`src/rtl/atm_account_server.sv`:
```
// Bank-side account responder: authenticates an account id + PIN, reports the
// verdict and balance, then accepts balance write-backs until the card is ejected.
module atm_account_server #(
    parameter int unsigned       balance_width = 20,
    parameter int unsigned       ID_W          = 2,
    parameter int unsigned       PIN_W         = 16,
    parameter logic [PIN_W-1:0]  PIN_BASE      = 16'h1234,
    parameter int unsigned       INIT_BALANCE  = 1000,
    parameter int unsigned       MAX_TRIES     = 3
) (
    input  logic                     clk,
    input  logic                     rst,
    input  logic                     req_valid,
    input  logic [ID_W-1:0]          req_id,
    input  logic [PIN_W-1:0]         req_pin,
    output logic                     req_ready,
    output logic                     resp_valid,
    output logic                     wrong_psw,
    output logic                     locked,
    output logic [balance_width-1:0] current_balance,
    output logic                     session_active,
    input  logic                     commit_valid,
    input  logic [balance_width-1:0] commit_balance,
    output logic                     commit_ready,
    input  logic                     session_end
);

    localparam int unsigned NumAccounts = 2 ** ID_W;

    typedef enum logic [1:0] {StIdle, StLookup, StRespond, StSession} state_e;

    state_e state_q, state_d;

    // Latched request
    logic [ID_W-1:0]          id_q;
    logic [PIN_W-1:0]         pin_q;

    // Registered lookup results for the latched account
    logic [PIN_W-1:0]         rd_pin_q;
    logic [balance_width-1:0] rd_bal_q;
    logic [1:0]               rd_fail_q;
    logic                     rd_lock_q;

    // Per-account storage; the PIN table is fixed at PIN_BASE + id
    logic [balance_width-1:0] bal_mem  [NumAccounts];
    logic [1:0]               fail_mem [NumAccounts];
    logic [NumAccounts-1:0]   lock_mem;

    // Registered verdict outputs
    logic                     resp_valid_q;
    logic                     wrong_psw_q;
    logic                     locked_q;
    logic [balance_width-1:0] cur_bal_q;

    logic                     pin_ok;
    logic [2:0]               fail_inc;
    logic                     lock_now;

    // Verdict helpers derived from the lookup registers
    always_comb begin
        pin_ok   = (pin_q == rd_pin_q);
        fail_inc = {1'b0, rd_fail_q} + 3'd1;
        lock_now = (fail_inc == 3'(MAX_TRIES));
    end

    // State register
    always_ff @(posedge clk) begin
        if (rst) state_q <= StIdle;
        else     state_q <= state_d;
    end

    // Next-state decode
    always_comb begin
        state_d = state_q;
        unique case (state_q)
            StIdle:    if (req_valid) state_d = StLookup;
            StLookup:  state_d = StRespond;
            StRespond: state_d = (!rd_lock_q && pin_ok) ? StSession : StIdle;
            StSession: if (session_end) state_d = StIdle;
        endcase
    end

    // Request latch, lookup, verdict and account storage updates
    always_ff @(posedge clk) begin
        if (rst) begin
            id_q         <= '0;
            pin_q        <= '0;
            rd_pin_q     <= '0;
            rd_bal_q     <= '0;
            rd_fail_q    <= '0;
            rd_lock_q    <= 1'b0;
            lock_mem     <= '0;
            resp_valid_q <= 1'b0;
            wrong_psw_q  <= 1'b0;
            locked_q     <= 1'b0;
            cur_bal_q    <= '0;
            for (int i = 0; i < NumAccounts; i++) begin
                bal_mem[i]  <= balance_width'(INIT_BALANCE);
                fail_mem[i] <= '0;
            end
        end else begin
            resp_valid_q <= 1'b0;
            case (state_q)
                StIdle: begin
                    if (req_valid) begin
                        id_q  <= req_id;
                        pin_q <= req_pin;
                    end
                end
                StLookup: begin
                    rd_pin_q  <= PIN_BASE + PIN_W'(id_q);
                    rd_bal_q  <= bal_mem[id_q];
                    rd_fail_q <= fail_mem[id_q];
                    rd_lock_q <= lock_mem[id_q];
                end
                StRespond: begin
                    resp_valid_q <= 1'b1;
                    if (rd_lock_q) begin
                        // Locked accounts never touch the failure counter
                        wrong_psw_q <= 1'b1;
                        locked_q    <= 1'b1;
                        cur_bal_q   <= '0;
                    end else if (!pin_ok) begin
                        wrong_psw_q <= 1'b1;
                        cur_bal_q   <= '0;
                        if (lock_now) begin
                            lock_mem[id_q] <= 1'b1;
                            fail_mem[id_q] <= '0;
                            locked_q       <= 1'b1;
                        end else begin
                            fail_mem[id_q] <= fail_inc[1:0];
                            locked_q       <= 1'b0;
                        end
                    end else begin
                        wrong_psw_q    <= 1'b0;
                        locked_q       <= 1'b0;
                        cur_bal_q      <= rd_bal_q;
                        fail_mem[id_q] <= '0;
                    end
                end
                StSession: begin
                    if (commit_valid) begin
                        bal_mem[id_q] <= commit_balance;
                        cur_bal_q     <= commit_balance;
                    end
                    // Later assignment wins: commit is stored, displayed balance clears
                    if (session_end) cur_bal_q <= '0;
                end
            endcase
        end
    end

    assign req_ready       = (state_q == StIdle);
    assign session_active  = (state_q == StSession);
    assign commit_ready    = session_active;
    assign resp_valid      = resp_valid_q;
    assign wrong_psw       = wrong_psw_q;
    assign locked          = locked_q;
    assign current_balance = cur_bal_q;

endmodule

```
`config.mk`:
```
export PLATFORM = sky130hd
export DESIGN_NAME = atm_account_server
export DESIGN_NICKNAME = d
export VERILOG_FILES = /design/src/rtl/atm_account_server.sv
export SDC_FILE = /design/constraint.sdc
export NUM_CORES = 1
export LEC_CHECK = 0
export CAP_MARGIN = 10
export CORE_MARGIN = 2
export CORE_UTILIZATION = 33
export DETAILED_ROUTE_END_ITERATION = 8
export GPL_ROUTABILITY_DRIVEN = 0
export PLACE_DENSITY = 0.61
export REMOVE_ABC_BUFFERS = 1
export SYNTH_ARGS = -nofsm -noshare
export SYNTH_HDL_FRONTEND = slang
export SYNTH_SLANG_ARGS = --single-unit
```
`constraint.sdc`:
```
create_clock -name clk -period 2.6 [get_ports clk]
set_input_delay 0.26 -clock clk [delete_from_list [all_inputs] [get_ports clk]]
set_output_delay 0.26 -clock clk [all_outputs]
set_load 0.01 [all_outputs]
```
==> impl_metrics.tcl <==
set metrics [dict create \
    status "completed" \
    whs_endpoint "rd_bal_q[8]" \
    n_antenna_cell 0 \
    min_path_type "in2reg" \
    endpoint_kind "register" \
    vias 5105 \
    ctsHtreeMaxLevel 4 \
    period_needed_ps 2260 \
    cts.clk_slew.worst_paths_ps 60 \
    dp_hpwl_um 11500 \
    crit_slowest_cell "nor2b_1" \
    utilization_pct 41.6 \
    combPwrFrac_pct 11.1 \
    async_flop_share_pct 0 \
    cts_root_buffer "clkbuf_16" \
    final_common_cell "nand2_1" \
    critPathKind "reg2reg" \
    grtUsageTotal_pct 17.0 \
    antenna_found_initial 0 \
    cp_common_cell "nor2b_1" \
    grt_max_degree 40 \
    use_met2_pct 26.6 \
    ys.flop_type "edfxtp_1" \
    path_cells "nor2b_1 > nor2b_1 > o311ai_4 > nor3_1" \
    nNetsFinal 753 \
    cts-hold-fix-buffers 0 \
    period_share_pct 86.9 \
    dieWidth_um 149 \
    cp_top_family "simple AND/OR/NAND/NOR gates" \
    reg2reg_depth 4 \
    clk_path_buf_depth 2 \
    ys_warn_count 0 \
    min-delay-start "rst" \
    maxSlewHeadroom_pct 42.1 \
    post_cts_buffers 0 \
    overflow 0 \
    leakage_uw 0.00299 \
    skew_ps 7.16 \
    synth_cell_types 39 \
    clk_latency_ps 420 \
    cts_resized 0 \
    finalSetupViolCount 0 \
    grt_util_met1_pct 23.5 \
    syn_area_sq_um 6930 \
    drt_wl_total_um 18200 \
    cts.sinks 161 \
    critPathMaxFanout 12 \
    wl_per_cell_um 18.2 \
    r2r_start "state_q[1]" \
    maxSlewViolCount 0 \
    core_area_sq_um 20800 \
    postRouteAntennaNets 0 \
    finalSetupTns_ps 0 \
    startpoint_type "register" \
    rows 53 \
    synth_cells 644 \
    swShare_pct 24.0 \
    power.density_nw_per_um2 698 \
    cts_buffers 17 \
    worstPathArrival_ps 2510 \
    drc_errors 0 \
    drive_gt1_share_pct 14.0 \
    areaGrowthSynthToFinish_pct 25.0 \
    cts_tree "done" \
    postSynthRegisterBits 161 \
    synth.avg_cell_area_sq_um 10.8 \
    worstPathRequired_ps 2850 \
    dp_slack_ps 370 \
    grt_pass1_vias 4913 \
    final_cell_mix "nand2_1, edfxtp_1, dfxtp_1, clkdlybuf4s50_1, a21oi_1" \
    grt_use_met3_pct 4.07 \
    rr_endpoint "fail_mem[2][1]" \
    portBuffers 68 \
    cpPeakStageDelay_ps 740 \
    fmax_mhz 443 \
    seq_area_frac_synth_pct 59.2 \
    die_h_um 149 \
    rsz0062_at_grt "false" \
    r2r_slack_ps 340 \
    grt_pass1_wl_um 28300 \
    finalHoldViolCount 0 \
    critPathBufInv 0 \
    ios 69 \
    drt-pass1-iter-count 5 \
    synth-edff-count 88 \
    min_path_cells 2 \
    setup_slack_ps 341 \
    p_int_uw 4600 \
    cap_violations 0 \
    drtIter0Drc 377 \
    start_util_pct 33.3 \
    p_seq_share_pct 46.7 \
    viasPerCell 5.12 \
    worstMarginPinSlew_ps 866 \
    netSwitchingPower_uw 1450 \
    p_clk_share_pct 42.2 \
    fillers 2008 \
    ir_drop_v 0.000469 \
    dieArea_sq_um 22200 \
    busiest_layer "met2" \
]
==> metal layers <==
metal	part of all wire (%)	vias up	wire length (um)
li1	-	2427	-
met1	46	2480	8280
met2	46	177	8350
met3	7.2	21	1320
met4	1.3	0	235
met5	0	-	0
==> logic make-up after synthesis <==
family                   synth area share (%)
XOR/XNOR                                0.379
multiplexers                             7.83
AO/OA/AOI/OAI                            9.08
adder cells (fa/ha/maj)                 0.180
buffers and inverters                    4.24
flip-flops                               59.2
AND/OR/NAND/NOR                          19.1
==> metrics by stage <==
stage / hold WS (ps) / std cells / power, uW / instance area (sq um)
2_1_floorplan: 329 / 588 / 3190 / 6710
3_3_place_gp: 438 / 965 / 3550 / 8060
3_5_place_dp: 442 / 965 / 3550 / 8060
4_1_cts: 159 / 997 / 6080 / 8670
5_1_grt: 179 / 997 / 6260 / 8670
6_report: 180 / 997 / 6050 / 8670
==> state kept, by name, indices dropped and copies added (netlist names) <==
register and cells:
wrong_psw 1, rd_lock_q 1, locked 1, bal_mem 80
pin_q 16, fail_mem 8, rd_fail_q 2, rd_bal_q 20
lock_mem 4, current_balance 20, rd_pin_q 3, state_q 2
id_q 2, resp_valid 1
==> power groups by stage <==
| stage | Sequential, uW | Combinational [uW] | Clock, uW |
|---|---|---|---|
| floorplan | 2890 | 301 | 0 |
| CTS | 2830 | 674 | 2580 |
| detailed placement | 2880 | 669 | 0 |
| global placement | 2880 | 667 | 0 |
| finish | 2830 | 670 | 2550 |
| global route | 2840 | 728 | 2690 |
==> cell usage after synthesis, types with 2 or more instances <==
library cell	count	area share, %
a21oi_1	65	4.7
mux4_2	23	7.5
nor2_1	56	3.0
nor2b_1	7	0.63
nand4_1	24	2.2
edfxtp_1	88	38
buf_1	3	0.16
a211oi_1	22	2.4
or4_1	2	0.22
nor3b_1	20	2.2
nand2b_1	3	0.27
o22ai_1	4	0.36
dfxtp_1	73	21
o31ai_1	2	0.22
nor4_1	2	0.18
o21bai_1	3	0.32
inv_1	19	1.0
and3_1	25	2.3
or2_2	2	0.18
nand3_1	4	0.29
a21o_1	3	0.32
buf_2	7	0.51
xnor2_1	2	0.25
nor3_1	6	0.43
nand2_1	114	6.2
and2_1	8	0.72
clkbuf_1	45	2.4
==> cell type report <==
type | count | area, sq um | share of cell area (%)
tap | 275 | 344 | 3.97
clock inverter | 8 | 100 | 1.15
inverter | 19 | 71.3 | 0.823
timing repair buffer | 102 | 968 | 11.2
sequential | 161 | 4110 | 47.4
clock buffer | 24 | 504 | 5.82
multi-input combinational | 408 | 2570 | 29.7
==> how the worst max path moves through the flow <==
stage | start | to | slack [ps] | depth (start not counted)
final | state_q[1] | fail_mem[2][1] | 340 | 4
after global routing | state_q[1] | fail_mem[0][1] | 100 | 4
after CTS | state_q[1] | fail_mem[2][1] | 360 | 4
after detailed placement | state_q[1] | fail_mem[2][1] | 370 | 4
after global placement | commit_valid | bal_mem[0][0] | 470 | 4
after floorplan | id_q[0] | bal_mem[1][0] | -600 | 2
No activity file was read; power rests on OpenSTA's default activity.
